## src/rtl/pwm_audio_out.sv

```systemverilog
// pwm_audio_out: one-sample buffered PWM audio DAC driver; period = 2^DATA_BITS clocks.
// Latency: a sample accepted in period P drives pwm_out for all of period P+1 (one clock after its period_start).
// Backpressure: din_ready = ~buf_full (registered); the buffer drains only at the period boundary.
// Optional feature macro: PWM_AUDIO_OUT_VOLUME_EN adds vol_shift (right-shift attenuation at capture).
module pwm_audio_out #(
    parameter int DATA_BITS = 12
) (
    input  logic                 clk,
    input  logic                 rst_n,
    input  logic [DATA_BITS-1:0] din,
    input  logic                 din_valid,
`ifdef PWM_AUDIO_OUT_VOLUME_EN
    input  logic [2:0]           vol_shift,
`endif
    output logic                 din_ready,
    output logic                 pwm_out,
    output logic                 period_start,
    output logic [7:0]           underrun_cnt
);

    localparam logic [DATA_BITS-1:0] CNT_MAX = '1;
    localparam logic [DATA_BITS-1:0] CNT_ONE = DATA_BITS'(1);

    logic [DATA_BITS-1:0] cnt;
    logic [DATA_BITS-1:0] duty;
    logic [DATA_BITS-1:0] buf_dat;
    logic                 buf_full;
    logic [DATA_BITS-1:0] sample_in;
    logic                 boundary;
    logic                 xfer;

    // Ready depends only on the buffer flag, never on din_valid.
    assign din_ready    = ~buf_full;
    assign xfer         = din_valid & ~buf_full;
    assign boundary     = (cnt == CNT_MAX);
    assign period_start = (cnt == '0);

`ifdef PWM_AUDIO_OUT_VOLUME_EN
    assign sample_in = din >> vol_shift;
`else
    assign sample_in = din;
`endif

    // Free-running period counter, wraps naturally at 2^DATA_BITS.
    always_ff @(posedge clk or negedge rst_n) begin
        if (!rst_n) begin
            cnt <= '0;
        end else begin
            cnt <= cnt + CNT_ONE;
        end
    end

    // One-entry sample buffer: filled on transfer, drained into duty at the boundary.
    always_ff @(posedge clk or negedge rst_n) begin
        if (!rst_n) begin
            buf_dat  <= '0;
            buf_full <= 1'b0;
        end else if (boundary && buf_full) begin
            buf_full <= 1'b0;
        end else if (xfer) begin
            buf_dat  <= sample_in;
            buf_full <= 1'b1;
        end
    end

    // Duty only changes at the boundary so each period is a whole, glitch-free pulse.
    always_ff @(posedge clk or negedge rst_n) begin
        if (!rst_n) begin
            duty <= '0;
        end else if (boundary && buf_full) begin
            duty <= buf_dat;
        end
    end

    // Count periods that start without a fresh sample; saturate instead of wrapping.
    always_ff @(posedge clk or negedge rst_n) begin
        if (!rst_n) begin
            underrun_cnt <= 8'd0;
        end else if (boundary && !buf_full && (underrun_cnt != 8'hFF)) begin
            underrun_cnt <= underrun_cnt + 8'd1;
        end
    end

    // Registered comparator output, one clock behind cnt.
    always_ff @(posedge clk or negedge rst_n) begin
        if (!rst_n) begin
            pwm_out <= 1'b0;
        end else begin
            pwm_out <= (cnt < duty);
        end
    end

endmodule

```

## config.mk

```make
export PLATFORM = sky130hd
export DESIGN_NAME = pwm_audio_out
export DESIGN_NICKNAME = d
export VERILOG_FILES = /design/src/rtl/pwm_audio_out.sv
export SDC_FILE = /design/constraint.sdc
export NUM_CORES = 1
export LEC_CHECK = 0
export CAP_MARGIN = 20
export CORE_ASPECT_RATIO = 2
export CORE_MARGIN = 3
export CORE_UTILIZATION = 49
export CTS_BUF_LIST = sky130_fd_sc_hd__clkbuf_16
export DETAILED_ROUTE_END_ITERATION = 10
export PLACE_DENSITY = 0.72
export RECOVER_POWER = 100
export SLEW_MARGIN = 20
export SYNTH_ARGS = -nofsm -noshare
export SYNTH_HDL_FRONTEND = slang
export SYNTH_SLANG_ARGS = --single-unit
export TNS_END_PERCENT = 30
```

## constraint.sdc

```tcl
create_clock -name clk -period 1.85 [get_ports clk]
set_input_delay 0.185 -clock clk [delete_from_list [all_inputs] [get_ports clk]]
set_output_delay 0.185 -clock clk [all_outputs]
set_load 0.05 [all_outputs]
```

; ---- Yosys cells after proc, flatten, opt, wreduce, memory -nomap -nowiden
; Cells that the tools add are included.
[word_totals]
reg_bits = 46
latch_bits = 0
ram_bits = 0
rom_bits = 0
input_bits = 15
output_inout_bits = 11
word_cells = 23
mem_count = 0
[op_classes]
add_sub_neg = 2
mul = 0
div = 0
magnitude_cmp = 1
eq_ne = 2
shift = 0
mux = 2
bitwise_logic = 3
reduce_logical = 7
[ops]
columns = operator, n
row1 = "12-bit by 1-bit adder with 12-bit output, second input constant", 1
row2 = "12-bit equality test, second input constant", 1
row3 = 12-bit logical NOT, 1
row4 = 12-bit < comparator, 1
row5 = "8-bit by 1-bit adder with 8-bit output, second input constant", 1
row6 = "8-bit != test, second input constant", 1
row7 = 1-bit logical AND, 3
row8 = 1-bit two-way mux, 2
row9 = 1-bit inverter, 2
row10 = 2-bit AND reduction, 1
row11 = 2-bit nonzero test, 1
row12 = 1-bit AND, 1
row13 = 1-bit logical NOT, 1

; ---- Longest topological paths before layout
[depth]
depth_word = 4
mapped_depth = 6

; ---- Least setup slack after synthesis
; Ideal clock, no wire load.
[synth_path]
path_type = register to output
start = register cnt[0]
end = output period_start
arrival_ns = 2.323
required_ns = 1.665
path_slack_ns = -0.658
path_stages_with_launch = 6
path_buffers = 0
cell_sequence = dfrtp_1 > inv_1 > ha_1 > nor4b_1 > nand2_1 > nor4_1
[synth_via]
elab_chain_len = 1
[synth_rtl]
columns = item, line
row1 = "start, declared", 24  ; logic [DATA_BITS-1:0] cnt;
row2 = "start signal, assigned", 49  ; cnt <= cnt + CNT_ONE;
row3 = 12-bit logical NOT, 36  ; assign period_start = (cnt == '0);
row4 = "end, declared", 17  ; output logic period_start,
; No other way between the ends.

; ---- Worst setup path in the final report
[layout_path]
start = register cnt[1]
end = register underrun_cnt[1]
[layout_via]
elab_chain_len = 3
[layout_rtl]
columns = item, line
row1 = 12-bit equality test, 35  ; assign boundary = (cnt == CNT_MAX);
row2 = 1-bit logical AND (2 in a row), 79  ; end else if (boundary && !buf_full && (underrun_cnt != 8'hFF)) begin
row3 = "end signal, assigned", 80  ; underrun_cnt <= underrun_cnt + 8'd1;
row4 = "end, declared", 18  ; output logic [7:0] underrun_cnt
; No other way between the ends.
; A chain may end at the register's enable or synchronous reset.

==> out/qor.yml <==
timing:
  setup_viol: 2
  slew_violations: 0
  setup_slack_ns: -0.0551
  hold_viol: 0
  grt_setup_unrepaired: "yes"
  timing.final.crit_share_pct: 103
  finalClockSkew_ns: 0.00420
  min_period_ns: 1.91
  fmax_mhz: 525
  relSlewSlack_pct: 24.5
  worst_pin_slew_ns: 1.13
cells_and_area:
  finalNonFillerCells: 298
  diodes: 0
  stdcell_area_um2: 2970
  layout.nets: 274
  area_growth_pct: 37.6
  drive_above_1_share_pct: 27.2
  final_common_cell: "dfrtp_1"
  final_cell_mix: "45 x dfrtp_1, 23 x clkdlybuf4s50_1, 19 x buf_4"
cts:
  cts_tree: "yes"
  clock_latency_ns: 0.28
  hold_buffers: 0
  cts.sink_count: 46
  cts_root_buffer: "clkbuf_16"
  htreeDepth: 2
  path_clk_slew_ns: 0.06
  numCtsBuffers: 5
  cts_max_path_buffers: 2
yosys:
  synth-xor-area-share_pct: 5.28
  synth_adder_area_share_pct: 8.13
  ys_async_sr_fraction_pct: 100
  synth_top_family_by_area: "simple AND/OR/NAND/NOR gates"
  yosys.area_share.simple_pct: 14.9
  syn_area_um2: 2160
  synth.mux.area_fraction_pct: 7.84
  synth_seq_area_share_pct: 53.4
  synth_compound_area_share_pct: 7.20
  synth_cell_types: 30
  syn_area_per_cell_um2: 11.2
  synth_edf_count: 0
  syn_nets: 221
  ys.flop_type: "dfrtp_1"
  synth_warnings: 0
  synth_cells: 192
  ys_seq_elements: 46
place:
  post-place-cells: 284
  place_congestion: 0.830
  post-dp-hpwl_mm: 3.41
  dp_slack_ns: 0.0812
  dpl_cell_area_um2: 2620
  io_buffers: 25
global_routing:
  grt_max_degree: 47
  grt_pass1_vias: 1769
  grtUsageTotal_pct: 21.0
  grt_overflow: 0
  antenna_found_initial: 0
  grt_pass1_wl_mm: 8.08
die:
  rows: 33
  core_um2: 4170
  die_x_um: 52.9
  start_util_pct: 51.7
  fp.dieArea_um2: 5280
  die_h_um: 99.8
  pin_count: 26
detailed_routing:
  num_vias: 1608
  wire_per_inst_um: 16.6
  drt-initial-drc-count: 20
  drc_errors: 0
  wirelength_mm: 4.94
  drt_first_pass_iters: 4
  final_antenna_net_count: 0
  vias_per_cell: 5.40
setup_path:
  critPathLaunchType: "flop"
  critPathCaptureType: "flop"
  cp_top_family: "simple AND/OR/NAND/NOR gates"
  slowest_stage: "or4_4"
  path_cells: "buf_4, ha_4, nand3_2, or4_4, nor2_4, mux2_2"
  critPathMaxFanout: 4
  arrival_ns: 2.07
  slowest_delay_ns: 0.60
  worstSetupPathType: "reg2reg"
  cp.required_ns: 2.02
  critical_path_buf_inv_count: 1
power:
  p_sw_share_pct: 18.5
  comb_power_share_pct: 3.4
  p_switching_mw: 0.422
  ir_drop_uv: 699
  p_int_mw: 1.86
  power_mw: 2.28
  seqPwrFrac_pct: 46.1
  p_leak_nw: 1.37
  clkPwrFrac_pct: 50.5
  power_density_nw_per_um2: 769
hold_path:
  hp-class: "in2async"
job:
  maxCapViolCount: 0
status:
  violations: "negative setup slack"
  status: "finished with violations"
==> per-stage QoR <==
stage	utilization, %	hold WS (ns)	setup TNS (ns)
detailed placement	62.8	0.301	0
global route	71.1	0.283	-0.295
global placement	62.8	0.295	0
CTS	69.8	0.00577	-0.0950
floorplan	-	-0.111	-0.0641
finish	71.1	0.198	-0.0849
==> power groups by stage <==
| stage | logic (mW) | clock network (mW) | registers, mW |
|---|---|---|---|
| 2_1_floorplan | 0.0271 | 0 | 1.07 |
| 3_3_place_gp | 0.0761 | 0 | 1.07 |
| 3_5_place_dp | 0.0800 | 0 | 1.07 |
| 4_1_cts | 0.0809 | 1.16 | 1.05 |
| 5_1_grt | 0.0872 | 1.22 | 1.06 |
| 6_report | 0.0775 | 1.15 | 1.05 |
==> final cells by class <==
type	count	area, um2
clock inverter	3	68.8
multi-input combinational	127	1040
fill	297	1200
tap	52	65.1
clock buffer	5	125
inverter	16	65.1
sequential	46	1150
timing repair buffer	49	448
==> cell usage after synthesis (all sizes together) (2+ instances only) <==
cell	n	area [um2]
a211o	2	17.5
a21o	2	15.0
a21oi	4	20.0
a31oi	3	18.8
clkbuf	3	11.3
dfrtp	46	1150
ha	14	175
inv	16	60.1
mux2	15	169
nand2	19	71.3
nand2b	2	12.5
nand3	7	35.0
nand4	5	46.3
nor2	12	45.0
nor2b	4	25.0
nor3	2	10.0
nor4	4	31.3
nor4b	2	23.8
o21ai	12	60.1
xnor2	4	35.0
xor2	9	78.8
==> flip-flops by register name (all words and copies together), names as in the netlist <==
signal and cells:
duty 12, buf_dat 12, buf_full 1, pwm_out 1, underrun_cnt 8, cnt 12
==> repair_timing <==
item                       4_1_cts  5_1_grt
gates resized for setup         15        9
setup endpoints to repair        1       19
buffers inserted                 5        1
pin swaps                        3        6
==> logic make-up (layout without fill, tap and decap cells) <==
kind of cell | after synthesis | count (layout)
xor+xnor | 13 | 13
mux | 15 | 15
compound gates | 26 | 26
buf+inv | 19 | 73
flops | 46 | 46
simple gates | 59 | 59
fa+ha+maj | 14 | 14
==> final timing paths <==
check                            from         endpoint  slack (ns)  cells past startpoint
max                            cnt[1]  underrun_cnt[1]       -0.06                      6
min                             rst_n  underrun_cnt[0]        0.20                      2
max reg2reg                    cnt[1]  underrun_cnt[1]       -0.06                      6
min reg2reg                buf_dat[3]          duty[3]        0.49                      2
max in group asynchronous       rst_n           cnt[4]        0.88                      2
min in group clk           buf_dat[3]          duty[3]        0.49                      2
==> routing by layer <==
metal  vias up  global-route usage [%]  part of all wire [%]
li1        768                       -                     -
met1       784                    20.2                    33
met2        38                    39.4                    60
met3        18                    3.71                   2.8
met4         0                    11.2                   4.4
met5         -                       0                     0
No activity file was read; power rests on OpenSTA's default activity.
